[config.mk]
export PLATFORM = sky130hd
export DESIGN_NAME = btn_ce_gen
export DESIGN_NICKNAME = d
export VERILOG_FILES = /design/src/rtl/btn_ce_gen.sv
export SDC_FILE = /design/constraint.sdc
export NUM_CORES = 1
export LEC_CHECK = 0
export BUFFER_PORTS_ARGS = -buffer_cell sky130_fd_sc_hd__buf_4
export CAP_MARGIN = 20
export CORE_MARGIN = 4
export CORE_UTILIZATION = 50
export CTS_CLUSTER_DIAMETER = 80
export DETAILED_ROUTE_END_ITERATION = 6
export PLACE_DENSITY = 0.66
export SLEW_MARGIN = 20
export SYNTH_ARGS = -nofsm -noshare
export SYNTH_HDL_FRONTEND = slang
export SYNTH_SLANG_ARGS = --single-unit
[constraint.sdc]
create_clock -name CLK -period 3.4 [get_ports CLK]
set_input_delay 0 -clock CLK [delete_from_list [all_inputs] [get_ports CLK]]
set_output_delay 0 -clock CLK [all_outputs]
set_load 0.01 [all_outputs]
[src/rtl/btn_ce_gen.sv]
// Button conditioning and display pacing: sync + debounce + press/auto-repeat strobe, plus display CE divider.
// Latency: clean level change reaches BTN_STATE/BTN_CE after DEBOUNCE_CYCLES+2 edges; DISP_CE every DISP_DIV edges.
// Backpressure: none; strobes are single-cycle pulses with no handshake, the consumer must sample every cycle.
//
// Ports:
//   CLK        system clock, rising edge
//   RST        asynchronous active-high reset, clears every flop
//   BTN_IN     raw asynchronous button level (active-high)
//   REPEAT_EN  synchronous auto-repeat enable
//   BTN_CE     one-clock press / auto-repeat strobe
//   BTN_STATE  debounced button level
//   DISP_CE    one-clock display refresh strobe
module btn_ce_gen #(
  parameter int DEBOUNCE_CYCLES = 100000,
  parameter int REPEAT_DELAY    = 50000000,
  parameter int REPEAT_PERIOD   = 10000000,
  parameter int DISP_DIV        = 100000
) (
  input  logic CLK,
  input  logic RST,
  input  logic BTN_IN,
  input  logic REPEAT_EN,
  output logic BTN_CE,
  output logic BTN_STATE,
  output logic DISP_CE
);

  localparam int DB_W    = $clog2(DEBOUNCE_CYCLES + 1);
  localparam int REP_MAX = (REPEAT_DELAY > REPEAT_PERIOD) ? REPEAT_DELAY : REPEAT_PERIOD;
  localparam int REP_W   = $clog2(REP_MAX + 1);
  localparam int DISP_W  = $clog2(DISP_DIV);

  localparam logic [DB_W-1:0]   DB_LAST      = DB_W'(DEBOUNCE_CYCLES - 1);
  localparam logic [REP_W-1:0]  REP_DLY_LAST = REP_W'(REPEAT_DELAY - 1);
  localparam logic [REP_W-1:0]  REP_PER_LAST = REP_W'(REPEAT_PERIOD - 1);
  localparam logic [DISP_W-1:0] DISP_LAST    = DISP_W'(DISP_DIV - 1);

  typedef enum logic [1:0] {
    IDLE        = 2'd0,
    HELD_DELAY  = 2'd1,
    HELD_REPEAT = 2'd2
  } fsm_t;

  // ---------------------------------------------------------------------------
  // Two-flop synchronizer; only sync2_q is used downstream.
  // ---------------------------------------------------------------------------
  logic sync1_q, sync2_q;

  always_ff @(posedge CLK or posedge RST) begin
    if (RST) begin
      sync1_q <= 1'b0;
      sync2_q <= 1'b0;
    end else begin
      sync1_q <= BTN_IN;
      sync2_q <= sync1_q;
    end
  end

  // ---------------------------------------------------------------------------
  // Debounce: the synced level must disagree with the accepted level for
  // DEBOUNCE_CYCLES consecutive edges before it is accepted.
  // ---------------------------------------------------------------------------
  logic [DB_W-1:0] cnt_db_q, cnt_db_d;
  logic            state_q, state_d;

  always_comb begin
    cnt_db_d = '0;
    state_d  = state_q;
    if (sync2_q != state_q) begin
      if (cnt_db_q == DB_LAST) begin
        state_d = ~state_q;
      end else begin
        cnt_db_d = cnt_db_q + 1'b1;
      end
    end
  end

  always_ff @(posedge CLK or posedge RST) begin
    if (RST) begin
      cnt_db_q <= '0;
      state_q  <= 1'b0;
    end else begin
      cnt_db_q <= cnt_db_d;
      state_q  <= state_d;
    end
  end

  // The FSM reacts to the level change in the same edge it is accepted, so it
  // looks at the next-state value rather than the registered one.
  logic press_w, release_w;
  assign press_w   =  state_d & ~state_q;
  assign release_w = ~state_d &  state_q;

  // ---------------------------------------------------------------------------
  // Press / auto-repeat FSM with registered strobe.
  // ---------------------------------------------------------------------------
  fsm_t             fsm_q;
  logic [REP_W-1:0] cnt_rep_q;
  logic             btn_ce_q;

  always_ff @(posedge CLK or posedge RST) begin
    if (RST) begin
      fsm_q     <= IDLE;
      cnt_rep_q <= '0;
      btn_ce_q  <= 1'b0;
    end else begin
      btn_ce_q <= 1'b0;
      if (release_w) begin
        fsm_q     <= IDLE;
        cnt_rep_q <= '0;
      end else begin
        case (fsm_q)
          IDLE: begin
            if (press_w) begin
              btn_ce_q  <= 1'b1;
              cnt_rep_q <= '0;
              fsm_q     <= HELD_DELAY;
            end
          end
          HELD_DELAY: begin
            if (!REPEAT_EN) begin
              cnt_rep_q <= '0;
            end else if (cnt_rep_q == REP_DLY_LAST) begin
              // With a one-cycle delay the terminal count could land right
              // after the press strobe; hold at terminal so strobes never abut.
              if (!btn_ce_q) begin
                btn_ce_q  <= 1'b1;
                cnt_rep_q <= '0;
                fsm_q     <= HELD_REPEAT;
              end
            end else begin
              cnt_rep_q <= cnt_rep_q + 1'b1;
            end
          end
          HELD_REPEAT: begin
            if (!REPEAT_EN) begin
              cnt_rep_q <= '0;
              fsm_q     <= HELD_DELAY;
            end else if (cnt_rep_q == REP_PER_LAST) begin
              if (!btn_ce_q) begin
                btn_ce_q  <= 1'b1;
                cnt_rep_q <= '0;
              end
            end else begin
              cnt_rep_q <= cnt_rep_q + 1'b1;
            end
          end
          default: begin
            fsm_q     <= IDLE;
            cnt_rep_q <= '0;
          end
        endcase
      end
    end
  end

  // ---------------------------------------------------------------------------
  // Free-running display divider; strobe is registered off the wrap point.
  // ---------------------------------------------------------------------------
  logic [DISP_W-1:0] cnt_disp_q;
  logic              disp_ce_q;

  always_ff @(posedge CLK or posedge RST) begin
    if (RST) begin
      cnt_disp_q <= '0;
      disp_ce_q  <= 1'b0;
    end else begin
      disp_ce_q <= (cnt_disp_q == DISP_LAST);
      if (cnt_disp_q == DISP_LAST) begin
        cnt_disp_q <= '0;
      end else begin
        cnt_disp_q <= cnt_disp_q + 1'b1;
      end
    end
  end

  assign BTN_CE    = btn_ce_q;
  assign BTN_STATE = state_q;
  assign DISP_CE   = disp_ce_q;

endmodule

After elaboration in Yosys (flattened, before gate mapping)
Cells that the tools add are included.
{ "word_totals": {"word_cells": 58, "regBits": 67} }
{ "classes": {"eq_ne": 12, "mux": 28, "addsub": 3, "bitwise_logic": 4, "reduce_logical": 2} }
{ "op_table": {"columns": ["cell", "count"], "rows": [
  ["$mux W26", 7],
  ["$pmux W26 S3", 1],
  ["$mux W17", 3],
  ["$add A17 B1 Y17 const B", 2],
  ["$eq A17 B17 Y1 const B", 2],
  ["$add A26 B1 Y26 const B", 1],
  ["$eq A26 B24 Y1 const B", 1],
  ["$eq A26 B26 Y1 const B", 1],
  ["$ne A3 B3 Y1 const B", 5],
  ["$mux W2", 6],
  ["$mux W1", 9],
  ["$pmux W2 S3", 1],
  ["$reduce_and A5 Y1", 1],
  ["$pmux W1 S3", 1],
  ["$and A1 B1 Y1", 2],
  ["$eq A2 B1 Y1 const B", 1],
  ["$eq A2 B2 Y1 const B", 1],
  ["$logic_not A2 Y1", 1],
  ["$not A1 Y1", 2],
  ["$ne A1 B1 Y1", 1]
]} }

Longest topological paths before layout
Gate-level depths: netlist of run 1.
{ "logic_depth": {"depth_word": 7, "depth_mapped": 11} }

Worst setup path after synthesis of run 1
Ideal clock, no wire load.
{ "synth_path": {"path_type": "register to register", "startpoint": "reg cnt_db_q[0]", "endpoint": "reg cnt_rep_q[9]", "slack_ps": 763, "arrival_time_ps": 2568, "path_buffers": 0, "path_stages_with_launch": 12, "required_ps": 3331, "cell_sequence": "dfrtp_1 -> ha_1 -> and4_1 -> and4_1 -> mux2i_1 -> ha_1 -> nand2_1 -> and3_1 -> nand2_1 -> o31ai_1 -> o21ai_0 -> nand3_1"} }
{ "synth_via": {"elab_chain_cells": 6, "elab_cells_between_ends": 8} }
{ "synth_rtl": {"columns": ["element", "line", "rtl"], "rows": [
  ["start: declaration", "63", "logic [DB_W-1:0] cnt_db_q, cnt_db_d;"],
  ["start signal: assignment", "83", "cnt_db_q <= cnt_db_d;"],
  ["$eq A17 B17 Y1 *", "70", "if (cnt_db_q == DB_LAST) begin"],
  ["$mux W1 *", "70", null],
  ["$mux W1 *", "69", "if (sync2_q != state_q) begin"],
  ["$not A1 Y1", "92", "assign release_w = ~state_d & state_q;"],
  ["$and A1 B1 Y1", "92", null],
  ["$ne A3 B3 Y1 (no source line) or $mux W26 (tied branches)", null, null],
  ["end signal: assignment", "132", "cnt_rep_q <= cnt_rep_q + 1'b1;"],
  ["end signal: assignment", "145", "cnt_rep_q <= cnt_rep_q + 1'b1;"],
  ["end: declaration", "98", "logic [REP_W-1:0] cnt_rep_q;"]
]} }
Mark *: on every way between the ends. The rest lies on a longest branch, timed or not.
A chain may end at the register's enable or synchronous reset.

Worst setup path in the final report of run 1
{ "layout_path": {"startpoint": "reg cnt_db_q[0]", "endpoint": "reg cnt_rep_q[25]"} }
Same word-level chain as after synthesis.

==> qor.tcl, run 1 <==
set qor(maximum_number_of_pins_on_one_net_before_global_route_repair) 43
set qor(crit-reg2reg-capture) {cnt_rep_q[25]$_DFFE_PP0P_}
set qor(detailed_place_hpwl_um) 5160
set qor(synth_largest_area_cell) {sky130_fd_sc_hd__dfrtp_1}
set qor(core_area_mm2) 0.00694
set qor(cts_made_buffers) 9
set qor(fill_cells) 628
set qor(yosys.area.top_type_share_pct) 45.7
set qor(cp.arrival_ps) 3220
set qor(vdd_drop_max_v) 0.000178
set qor(antenna_cells) 0
set qor(asyncSetResetFlopFracSynth_pct) 100
set qor(required_ps) 3620
set qor(finish.utilization_pct) 57.7
set qor(power.density_mw_per_mm2) 378
set qor(grt_pass1_vias) 2787
set qor(cts.htree.levels) 3
set qor(syn2layout_area_growth_pct) 9.29
set qor(place.port_buffers) 6
set qor(synth_cell_types) 49
set qor(post-cts-setup-buffer-count) 0
set qor(fin_crit_ps) 3000
set qor(antenna_found_initial) 0
set qor(run_status) {finished clean}
set qor(synthCells) 394
set qor(worstRegToRegCells) 11
set qor(netlist_area_before_placement_mm2) 0.00366
set qor(vias) 2883
set qor(routedWlPerCell_um) 15.1
set qor(worst_r2r_startpoint) {cnt_db_q[0]$_DFF_PP0_}
set qor(clock_insertion_delay_worst_skew_ps) 340
set qor(timing.final.setup_violations) 0
set qor(initial_utilization_pct) 52.8
set qor(cts_num_sinks) 67
set qor(num_io_pins) 7
set qor(synth_nets) 407
set qor(gr-usage-all-layers_pct) 19.5
set qor(synth_edf_count) 0
set qor(antenna_violating_nets_post_route) 0
set qor(post_cts_hold_buffer_count) 2
set qor(fp-row-count) 30
set qor(clock_tree_from_tritoncts) {built}
set qor(dpl-instance-area_mm2) 0.00379
set qor(gpl.final_weighted_congestion) 0.851
set qor(post-route-period-util_pct) 88.3
set qor(slew_headroom_pct) 41.9
set qor(grt_first_pass_wirelength_um) 13500
set qor(cts-root-buf) {sky130_fd_sc_hd__clkbuf_8}
set qor(rsz0062_at_grt) {no}
set qor(fp.dieArea_mm2) 0.00876
set qor(drc_markers) 0
set qor(design_area_mm2) 0.00401
set qor(seq_area_frac_synth_pct) 45.7
set qor(finish.net_count) 418
set qor(max_clock_freq_mhz) 333
set qor(wl_um) 7650
set qor(ff_to_ff_setup_slack_ps) 400
set qor(die_width_um) 93.6
set qor(critPathCaptureType) {flip-flop}
set qor(die_y_um) 93.6
set qor(ys.warnings.count) 0
set qor(hold_viol_final) 0
set qor(timing.critical_path.to) {cnt_rep_q[25]$_DFFE_PP0P_}
set qor(post_cts_resized) 0
set qor(drive_above_1_share_pct) 9.05
set qor(clock_path_buffers) 2
set qor(drt_iter0_drc) 216
set qor(clkSlewWorstSetupHoldPaths_ps) 70
set qor(critPathMaxFanout) 7
set qor(grt-ovfl-total) 0
set qor(worst_hold_path_type) {primary input to flip-flop}
set qor(setup_total_negative_slack_ps) 0
set qor(reported_leakage_power_nw) 1.71
set qor(final_max_slew_viol_count) 0
set qor(ff_latch_count_synth) 67
set qor(vias_per_cell) 5.71
set qor(setup.worst_path.class) {flip-flop to flip-flop}
set qor(crit_path_start) {cnt_db_q[0]$_DFF_PP0_}
set qor(synth_area_leaders) {sky130_fd_sc_hd__dfrtp_1 46%, sky130_fd_sc_hd__nand3_1 5.2%, sky130_fd_sc_hd__nor2_1 4.5%}
set qor(power_mw) 1.51
set qor(tightestPinTransition_ps) 872
set qor(drt-pass1-iter-count) 4
set qor(syn_avg_cell_area_um2) 9.30
set qor(dominantRegCellSynth) {sky130_fd_sc_hd__dfrtp_1}
set qor(cp-start-kind) {flip-flop}
set qor(finClkSkew_ps) 10.2
set qor(maxCapViolations) 0
[cell usage in the layout, fill, tap and decap left out, types with 2 or more instances in the layout]
cell type / synthesis / routed
sky130_fd_sc_hd__inv_1: 19 / 18
sky130_fd_sc_hd__clkbuf_8: 0 / 9
sky130_fd_sc_hd__o31ai_1: 3 / 3
sky130_fd_sc_hd__nor4_2: 2 / 2
sky130_fd_sc_hd__dfrtp_1: 67 / 67
sky130_fd_sc_hd__clkinvlp_4: 0 / 2
sky130_fd_sc_hd__and4_1: 5 / 5
sky130_fd_sc_hd__nand2b_1: 3 / 3
sky130_fd_sc_hd__xnor2_1: 14 / 14
sky130_fd_sc_hd__or4_1: 2 / 2
sky130_fd_sc_hd__clkinv_4: 0 / 2
sky130_fd_sc_hd__and3_1: 7 / 7
sky130_fd_sc_hd__nand4_1: 10 / 10
sky130_fd_sc_hd__nand4bb_1: 3 / 3
sky130_fd_sc_hd__dlygate4sd3_1: 0 / 2
sky130_fd_sc_hd__a31oi_1: 2 / 2
sky130_fd_sc_hd__nand2_1: 30 / 30
sky130_fd_sc_hd__a21o_1: 6 / 6
sky130_fd_sc_hd__nor4_4: 2 / 2
sky130_fd_sc_hd__and2_1: 4 / 4
sky130_fd_sc_hd__a21oi_1: 18 / 18
sky130_fd_sc_hd__nand4b_1: 2 / 2
sky130_fd_sc_hd__o211ai_1: 7 / 7
sky130_fd_sc_hd__xor2_1: 17 / 17
sky130_fd_sc_hd__nor2_1: 44 / 44
sky130_fd_sc_hd__nand3_1: 38 / 38
sky130_fd_sc_hd__o21ai_0: 19 / 19
sky130_fd_sc_hd__nor3_1: 8 / 8
sky130_fd_sc_hd__nor3b_1: 3 / 3
sky130_fd_sc_hd__or3_1: 13 / 13
sky130_fd_sc_hd__nor2b_1: 3 / 3
sky130_fd_sc_hd__buf_4: 1 / 10
sky130_fd_sc_hd__or2_2: 3 / 3
sky130_fd_sc_hd__nor4_1: 4 / 4
sky130_fd_sc_hd__ha_1: 9 / 9
[worst min-delay path by stage]
| stage | cells after the start | slack [ps] | to | from |
|---|---|---|---|---|
| CTS | 4 | 90 | BTN_CE$_DFF_PP0_ | REPEAT_EN |
| global placement | 1 | 110 | sync1_q$_DFF_PP0_ | BTN_IN |
| floorplan | 0 | 30 | sync1_q$_DFF_PP0_ | BTN_IN |
| global route | 4 | 100 | BTN_CE$_DFF_PP0_ | REPEAT_EN |
| detailed placement | 1 | 110 | sync1_q$_DFF_PP0_ | BTN_IN |
| finish | 4 | 120 | BTN_CE$_DFF_PP0_ | REPEAT_EN |
[cell type report]
class	count	area, um2	share of cell area, %
tap	96	120	3.00
sequential	67	1680	41.9
clock buffer	9	124	3.09
multi-input combinational	296	1850	46.2
inverter	19	71.3	1.78
timing repair buffer	12	95.1	2.37
clock inverter	6	67.6	1.69
[synth_stat cells, drive strengths merged, types with 8 or more instances]
library cell	n
o21ai	20
or3	14
dfrtp	67
nand3	38
nand4	10
inv	19
a21oi	18
nor4	8
xor2	17
nor2	44
nand2	30
nor3	8
xnor2	14
ha	9
[critical path, cell delays in order, from the launching register on]
cell,delay (ps)
sky130_fd_sc_hd__dfrtp_1,410
sky130_fd_sc_hd__ha_1,220
sky130_fd_sc_hd__and4_1,290
sky130_fd_sc_hd__and4_1,250
sky130_fd_sc_hd__mux2i_1,250
sky130_fd_sc_hd__ha_1,250
sky130_fd_sc_hd__nor2b_1,90
sky130_fd_sc_hd__and3_1,250
sky130_fd_sc_hd__nand2_1,130
sky130_fd_sc_hd__a21o_1,280
sky130_fd_sc_hd__nand2_1,140
sky130_fd_sc_hd__a221o_1,310
[state kept, by name, summed over array words and instances, names as in the netlist]
name	count
cnt_rep_q	26
sync2_q	1
cnt_db_q	17
fsm_q	2
sync1_q	1
DISP_CE	1
BTN_CE	1
cnt_disp_q	17
BTN_STATE	1
[layer usage]
metal / routed length (um) / share of wire [%] / GRT usage (%)
met3: 332 / 4.3 / 5.55
met2: 3370 / 44 / 28.8
met4: 124 / 1.6 / 6.50
met1: 3820 / 50 / 27.4
met5: 0 / 0 / 0
[cells by family (layout without fill, tap and decap cells)]
logic type	count (synthesis)	after routing	synth area share, %
AOI/OAI and AO/OA	67	67	11.8
DFF	67	67	45.7
muxes	1	1	0.273
and+or+nand+nor	188	188	28.0
xor gates and xnor gates	31	31	7.41
adders and majority gates	9	9	3.07
buffers and inverters	31	46	3.76
[power breakdown]
group	leakage (nW)	internal (mW)	switching, mW
clock	0.0913	0.335	0.314
sequential	0.907	0.803	0.00719
combinational	0.711	0.0170	0.0372
[through the flow]
| stage | instances | hold WS [ps] | worst slack [ps] |
|---|---|---|---|
| finish | 505 | 122 | 398 |
| global route | 505 | 95.8 | 129 |
| CTS | 505 | 94.3 | 381 |
| detailed placement | 488 | 111 | 439 |
| global placement | 488 | 112 | 512 |
| floorplan | 394 | 31.4 | 763 |
Power figures use the tool's default switching activity.
==> run 2: changes to the inputs <==
--- a/config.mk
+++ b/config.mk
@@ -7,7 +7,8 @@
 export LEC_CHECK = 0
 export BUFFER_PORTS_ARGS = -buffer_cell sky130_fd_sc_hd__buf_4
 export CAP_MARGIN = 20
-export CORE_MARGIN = 4
+export CORE_ASPECT_RATIO = 1.1
+export CORE_MARGIN = 3
 export CORE_UTILIZATION = 50
 export CTS_CLUSTER_DIAMETER = 80
 export DETAILED_ROUTE_END_ITERATION = 6
==> run 2 against run 1 <==
  * Sequential cell count is the same
  * Clock skew increased by 0.54 ps
  * Non-clock buffer count is the same
  * Combinational power about the same
  * Worst setup slack better by 98 ps
  * Critical endpoint unchanged
  * Register-to-register slack improved by 98 ps
  * Global-route usage grew 0.69 points
  * Worst hold slack worse by 41 ps
  * Wire length is 0.42% lower
  * First-iteration DRC count is 29% lower
  * Fmax is 3.4% higher
  * Largest power group unchanged
  * Cell count shrank 2.0%
==> qor.tcl, run 2 (same netlist as run 1, synthesis figures left out) <==
set qor(power.internal_mw) 1.16 ;# +0.67%
set qor(power_mw) 1.55 ;# +2.3%
set qor(finish.net_count) 418 ;# unchanged
set qor(max_clock_freq_mhz) 344 ;# +3.4%
set qor(antenna_violating_nets_post_route) 0 ;# unchanged
set qor(run_status) {finished clean}
set qor(fp.dieArea_mm2) 0.00839 ;# -4.2%
set qor(antenna_found_initial) 0 ;# unchanged
set qor(critPathMaxFanout) 7 ;# unchanged
set qor(seq_power_share_pct) 52.4 ;# -1.1 points
set qor(num_io_pins) 7 ;# unchanged
set qor(fp-row-count) 32 ;# +6.7%
set qor(critPathCaptureType) {flip-flop}
set qor(comb_power_share_pct) 3.5 ;# about the same
set qor(worstRegToRegCells) 11 ;# unchanged
set qor(worst_r2r_startpoint) {cnt_db_q[0]$_DFF_PP0_}
set qor(cp-start-kind) {flip-flop}
set qor(power.density_mw_per_mm2) 387 ;# +2.4%
set qor(max_reg_flops) 26 ;# unchanged
set qor(vdd_drop_max_v) 0.000194 ;# +8.9%
set qor(worst_hold_path_type) {primary input to flip-flop}
set qor(design_area_mm2) 0.00400 ;# about the same
set qor(core_area_mm2) 0.00705 ;# +1.5%
set qor(required_ps) 3640 ;# +20 ps
set qor(vias) 2869 ;# -0.49%
set qor(p_clk_share_pct) 44.1 ;# +1.2 points
set qor(ff_to_ff_setup_slack_ps) 500 ;# +100 ps
set qor(slew_headroom_pct) 40.9 ;# -1.0 points
set qor(tightestPinTransition_ps) 880 ;# +8.24 ps
set qor(setup_total_negative_slack_ps) 0 ;# unchanged
set qor(cts-root-buf) {sky130_fd_sc_hd__clkbuf_8}
set qor(pre_cts_slack_ps) 525 ;# +85.5 ps
set qor(grt_first_pass_wirelength_um) 13300 ;# -1.1%
set qor(drt-pass1-iter-count) 4 ;# unchanged
set qor(clkSlewWorstSetupHoldPaths_ps) 80 ;# about the same
set qor(cts_made_buffers) 9 ;# unchanged
set qor(largestRegisters) {cnt_rep_q (26), cnt_db_q (17), cnt_disp_q (17)}
set qor(dpl-instance-area_mm2) 0.00378 ;# -0.36%
set qor(antenna_cells) 0 ;# unchanged
set qor(detailed_place_hpwl_um) 5240 ;# +1.5%
set qor(power_switching_mw) 0.384 ;# +7.4%
set qor(wl_um) 7620 ;# -0.42%
set qor(final_max_slew_viol_count) 0 ;# unchanged
set qor(postLayoutSetupSlackWorst_ps) 495 ;# +97.6 ps
set qor(commonest_non_fill_non_tap_cells_in_the_layout) {67 x sky130_fd_sc_hd__dfrtp_1, 44 x sky130_fd_sc_hd__nor2_1, 38 x sky130_fd_sc_hd__nand3_1}
set qor(routedWlPerCell_um) 15.4 ;# +1.6%
set qor(grt-ovfl-total) 0 ;# unchanged
set qor(timing.final.setup_violations) 0 ;# unchanged
set qor(hold_viol_final) 0 ;# unchanged
set qor(grt_pass1_vias) 2832 ;# +1.6%
set qor(crit_path_start) {cnt_db_q[0]$_DFF_PP0_}
set qor(die_y_um) 95.8 ;# +2.3%
set qor(cts_num_sinks) 67 ;# unchanged
set qor(clock_insertion_delay_worst_skew_ps) 350 ;# about the same
set qor(cts.htree.levels) 3 ;# unchanged
set qor(drt_iter0_drc) 154 ;# -29%
set qor(maximum_number_of_pins_on_one_net_before_global_route_repair) 44 ;# +2.3%
set qor(vias_per_cell) 5.80 ;# +1.5%
set qor(cp.arrival_ps) 3140 ;# -80 ps
set qor(crit-reg2reg-capture) {cnt_rep_q[25]$_DFFE_PP0P_}
set qor(die_width_um) 87.6 ;# -6.4%
set qor(reported_leakage_power_nw) 1.72 ;# +0.50%
set qor(maxCapViolations) 0 ;# unchanged
set qor(syn2layout_area_growth_pct) 9.18 ;# about the same
set qor(regMostFlops) {cnt_rep_q}
set qor(switching_share_pct) 24.8 ;# +1.2 points
set qor(drive_above_1_share_pct) 9.27 ;# +0.22 points
set qor(fin_crit_ps) 2900 ;# -97.6 ps
set qor(timing.critical_path.to) {cnt_rep_q[25]$_DFFE_PP0P_}
set qor(rsz0062_at_grt) {no}
set qor(gr-usage-all-layers_pct) 20.2 ;# +0.69 points
set qor(clock_tree_from_tritoncts) {built}
set qor(gpl.final_weighted_congestion) 0.894 ;# +5.1%
set qor(finClkSkew_ps) 10.8 ;# +0.537 ps
set qor(post-cts-setup-buffer-count) 0 ;# unchanged
set qor(final_common_cell) {sky130_fd_sc_hd__dfrtp_1}
set qor(place.port_buffers) 6 ;# unchanged
set qor(initial_utilization_pct) 52.0 ;# -0.77 points
set qor(clock_path_buffers) 2 ;# unchanged
set qor(drc_markers) 0 ;# unchanged
set qor(setup.worst_path.class) {flip-flop to flip-flop}
set qor(post-route-period-util_pct) 85.4 ;# -2.9 points
run 2: cell count changes in the layout (fill, tap and decap cells not counted), sizes merged:
cell,change
clkinv,+1
clkinvlp,-1
inv,+1
run 2: layout make-up:
class	instances	area, um2
multi-input cells	296	1850
fillers	657	3050
clock inverters	7	77.6
repair buffers	12	95.1
well taps	85	106
inverters	19	71.3
clock buffers	9	124
flip-flops and latches	67	1680
run 2: what timing repair did:
item / CTS / global route
hold buffers: 2 / 0
endpoints found under the setup margin: 0 / 0
hold endpoints to repair: 43 / 0
resized for setup: 0 / 0
run 2: critical path, cell delays in order (launching register included):
cell	delay, ps
sky130_fd_sc_hd__dfrtp_1	410
sky130_fd_sc_hd__ha_1	220
sky130_fd_sc_hd__and4_1	290
sky130_fd_sc_hd__and4_1	250
sky130_fd_sc_hd__mux2i_1	240
sky130_fd_sc_hd__ha_1	240
sky130_fd_sc_hd__nor2b_1	80
sky130_fd_sc_hd__and3_1	240
sky130_fd_sc_hd__nand2_1	140
sky130_fd_sc_hd__a21o_1	260
sky130_fd_sc_hd__nand2_1	110
sky130_fd_sc_hd__a221o_1	290
run 2: metal layers:
| layer | global-route usage (%) | part of all wire, % | vias to the layer above |
|---|---|---|---|
| li1 | - | - | 1421 |
| met1 | 28.0 | 48 | 1384 |
| met2 | 31.3 | 46 | 50 |
| met3 | 3.00 | 4.1 | 14 |
| met4 | 8.70 | 2.0 | 0 |
| met5 | 0 | 0 | - |
run 2: worst min path at each step:
stage / from / endpoint / slack [ps] / cells after the start
floorplan: BTN_IN / sync1_q$_DFF_PP0_ / 30 / 0
global placement: BTN_IN / sync1_q$_DFF_PP0_ / 110 / 1
detailed placement: BTN_IN / sync1_q$_DFF_PP0_ / 110 / 1
CTS: REPEAT_EN / BTN_CE$_DFF_PP0_ / 70 / 4
global route: REPEAT_EN / BTN_CE$_DFF_PP0_ / 130 / 4
finish: REPEAT_EN / BTN_CE$_DFF_PP0_ / 80 / 4
run 2: power by group through the flow:
| stage | logic (mW) | registers [mW] | clock network, mW |
|---|---|---|---|
| 2_1_floorplan | 0.0418 | 0.825 | 0 |
| 3_3_place_gp | 0.0536 | 0.826 | 0 |
| 3_5_place_dp | 0.0544 | 0.826 | 0 |
| 4_1_cts | 0.0562 | 0.811 | 0.700 |
| 5_1_grt | 0.0625 | 0.812 | 0.723 |
| 6_report | 0.0545 | 0.811 | 0.683 |
run 2: per-stage QoR:
stage | util [%] | hold WS (ps) | cells
global route | 56.8 | 128 | 495
detailed placement | 53.6 | 113 | 477
global placement | 53.6 | 110 | 477
finish | 56.8 | 81.0 | 495
floorplan | - | 31.4 | 394
CTS | 56.8 | 67.9 | 495
==> run 3: changes to the inputs <==
--- a/config.mk
+++ b/config.mk
@@ -10,9 +10,12 @@
 export CORE_ASPECT_RATIO = 1.1
 export CORE_MARGIN = 3
 export CORE_UTILIZATION = 50
+export CTS_BUF_LIST = sky130_fd_sc_hd__clkbuf_4 sky130_fd_sc_hd__clkbuf_8
 export CTS_CLUSTER_DIAMETER = 80
 export DETAILED_ROUTE_END_ITERATION = 6
+export MAX_ROUTING_LAYER = met4
 export PLACE_DENSITY = 0.66
+export RECOVER_POWER = 25
 export SLEW_MARGIN = 20
 export SYNTH_ARGS = -nofsm -noshare
 export SYNTH_HDL_FRONTEND = slang
==> run 3 against run 2 <==
  * The run now ends with capacitance limit, slew limit left
  * Final area is 0.28% lower
  * Sequential power barely moved
  * Die area stayed put
  * Non-clock buffer count unchanged
  * Utilization shrank 0.16 points
  * Clock power barely moved
  * Largest cell class unchanged
  * Largest power group unchanged
==> qor.tcl, run 3 (same netlist as run 1, synthesis figures left out) <==
set qor(vdd_drop_max_v) 0.000195 ;# +0.47%
set qor(cp.arrival_ps) 3160 ;# +20 ps
set qor(critPathTopFamily) {simple AND/OR/NAND/NOR gates}
set qor(post-cts-setup-buffer-count) 0 ;# unchanged
set qor(antenna_violating_nets_post_route) 0 ;# unchanged
set qor(fin_crit_ps) 2900 ;# -6.89 ps
set qor(vias_per_cell) 5.79 ;# -0.10%
set qor(syn2layout_area_growth_pct) 8.88
set qor(max_clock_freq_mhz) 345 ;# +0.24%
set qor(clkSlewWorstSetupHoldPaths_ps) 80 ;# about the same
set qor(rsz0062_at_grt) {no}
set qor(clock_insertion_delay_worst_skew_ps) 350 ;# about the same
set qor(timing.final.setup_violations) 0 ;# unchanged
set qor(grt_first_pass_wirelength_um) 13300 ;# about the same
set qor(cp_slowest_stage_delay_ps) 410 ;# about the same
set qor(maximum_number_of_pins_on_one_net_before_global_route_repair) 44 ;# unchanged
set qor(final_max_slew_viol_count) 44 ;# +44
set qor(worst_hold_path_type) {primary input to flip-flop}
set qor(drive_above_1_share_pct) 8.29 ;# -0.98 points
set qor(tightestPinTransition_ps) 1610 ;# +729 ps
set qor(commonest_non_fill_non_tap_cells_in_the_layout) {67 x sky130_fd_sc_hd__dfrtp_1, 44 x sky130_fd_sc_hd__nor2_1, 38 x sky130_fd_sc_hd__nand3_1}
set qor(num_io_pins) 7 ;# unchanged
set qor(post_cts_hold_buffer_count) 2 ;# unchanged
set qor(routedWlPerCell_um) 15.5 ;# +0.60%
set qor(required_ps) 3660 ;# +20 ps
set qor(initial_utilization_pct) 52.0 ;# unchanged
set qor(critPathCaptureType) {flip-flop}
set qor(max_reg_flops) 26 ;# unchanged
set qor(clock_tree_from_tritoncts) {built}
set qor(slew_headroom_pct) -7.38 ;# -48 points
set qor(run_status) {finished, violations left}
set qor(place.detailed.instances) 477 ;# unchanged
set qor(hold_viol_final) 0 ;# unchanged
set qor(finClkSkew_ps) 10.4 ;# -0.367 ps
set qor(antenna_found_initial) 0 ;# unchanged
set qor(antenna_cells) 0 ;# unchanged
set qor(drt-pass1-iter-count) 4 ;# unchanged
set qor(setup.worst_path.class) {flip-flop to flip-flop}
set qor(wl_um) 7660 ;# +0.60%
set qor(cts_num_sinks) 67 ;# unchanged
set qor(die_y_um) 95.8 ;# unchanged
set qor(setup_total_negative_slack_ps) 0 ;# unchanged
set qor(cts_made_buffers) 9 ;# unchanged
set qor(fp-row-count) 32 ;# unchanged
set qor(drc_markers) 0 ;# unchanged
set qor(finish.net_count) 418 ;# unchanged
set qor(failed_checks) {capacitance limit, slew limit}
set qor(regMostFlops) {cnt_rep_q}
set qor(grt-ovfl-total) 0 ;# unchanged
set qor(place.port_buffers) 6 ;# unchanged
set qor(post-route-period-util_pct) 85.2 ;# -0.20 points
set qor(finalNonFillerCells) 495 ;# unchanged
set qor(crit_slowest_cell) {sky130_fd_sc_hd__dfrtp_1}
set qor(vias) 2866 ;# -0.10%
set qor(cp-start-kind) {flip-flop}
set qor(maxCapViolations) 1 ;# +1
set qor(core_area_mm2) 0.00705 ;# unchanged
set qor(reported_leakage_power_nw) 1.71 ;# -0.71%
set qor(cts-root-buf) {sky130_fd_sc_hd__clkbuf_8}
set qor(clock_path_buffers) 2 ;# unchanged
set qor(fp.dieArea_mm2) 0.00839 ;# unchanged
set qor(detailed_place_hpwl_um) 5240 ;# unchanged
set qor(power.density_mw_per_mm2) 388 ;# +0.25%
set qor(grt_pass1_vias) 2827 ;# -0.18%
set qor(critical_path_buf_inv_count) 1 ;# +1
set qor(chain_of_cells_forming_the_critical_path) {ha_1, and4_1, and4_1, mux2i_1, ha_1, nand2_1, and3_1, nand2_1, o31ai_1, buf_4, o21ai_0, o21ai_0}
set qor(gr-usage-all-layers_pct) 20.8 ;# +0.58 points
set qor(cts.htree.levels) 3 ;# unchanged
set qor(post_cts_resized) 0 ;# unchanged
set qor(largestRegisters) {cnt_rep_q (26), cnt_db_q (17), cnt_disp_q (17)}
set qor(critPathMaxFanout) 5 ;# -2
set qor(drt_iter0_drc) 173 ;# +12%
set qor(gpl.final_weighted_congestion) 0.909 ;# +1.7%
set qor(die_width_um) 87.6 ;# unchanged
set qor(final_common_cell) {sky130_fd_sc_hd__dfrtp_1}
run 3: changes by cell type in the layout (fill, tap and decap cells not counted), sizes merged:
cell    previous run  this run
buf               10         5
clkbuf             9        14
run 3: where the power goes:
group / switching (mW) / total, mW / internal (mW)
registers: 0.00777 / 0.811 / 0.803
logic: 0.0376 / 0.0546 / 0.0170
clock network: 0.339 / 0.682 / 0.343
run 3: layout make-up:
| cell class | count | area [um2] |
|---|---|---|
| Fill cell | 658 | 3060 |
| Clock inverter | 7 | 77.6 |
| Tap cell | 85 | 106 |
| Timing Repair Buffer | 12 | 83.8 |
| Inverter | 19 | 71.3 |
| Multi-Input combinational cell | 296 | 1850 |
| Clock buffer | 9 | 124 |
| Sequential cell | 67 | 1680 |
run 3: worst reg2reg max path: stages (launching register included):
cell and delay, ps:
sky130_fd_sc_hd__dfrtp_1 410, sky130_fd_sc_hd__ha_1 220, sky130_fd_sc_hd__and4_1 290, sky130_fd_sc_hd__and4_1 250, sky130_fd_sc_hd__mux2i_1 240, sky130_fd_sc_hd__ha_1 270
sky130_fd_sc_hd__nand2_1 70, sky130_fd_sc_hd__and3_1 260, sky130_fd_sc_hd__nand2_1 130, sky130_fd_sc_hd__o31ai_1 300, sky130_fd_sc_hd__buf_4 200, sky130_fd_sc_hd__o21ai_0 70
sky130_fd_sc_hd__o21ai_0 100
run 3: routing by layer:
| layer | global-route usage, % | part of all wire (%) | vias up |
|---|---|---|---|
| met4 | 8.70 | 1.6 | 0 |
| met3 | 3.00 | 3.7 | 11 |
| li1 | - | - | 1421 |
| met5 | - | 0 | - |
| met2 | 31.3 | 46 | 44 |
| met1 | 28.1 | 48 | 1390 |
run 3: worst paths after layout:
check	cells after the start	startpoint	slack, ps	endpoint
worst min-delay path	4	REPEAT_EN	80	BTN_CE$_DFF_PP0_
worst min register to register	0	sync1_q$_DFF_PP0_	360	sync2_q$_DFF_PP0_
min in group asynchronous	3	RST	700	cnt_db_q[9]$_DFF_PP0_
worst max-delay path	12	cnt_db_q[0]$_DFF_PP0_	500	cnt_rep_q[0]$_DFFE_PP0P_
worst max register to register	12	cnt_db_q[0]$_DFF_PP0_	500	cnt_rep_q[0]$_DFFE_PP0P_
max in group asynchronous	4	RST	1580	cnt_rep_q[21]$_DFFE_PP0P_
run 3: stage by stage:
stage               power (mW)  util, %  hold WS, ps  area, um2  worst slack (ps)
CTS                       1.57     56.8         67.9       4000               492
global placement         0.880     53.6          110       3780               606
floorplan                0.866        -         31.4       3660               763
global route              1.60     56.6          128       3990               234
finish                    1.55     56.6         79.9       3990               502
detailed placement       0.881     53.6          113       3780               525
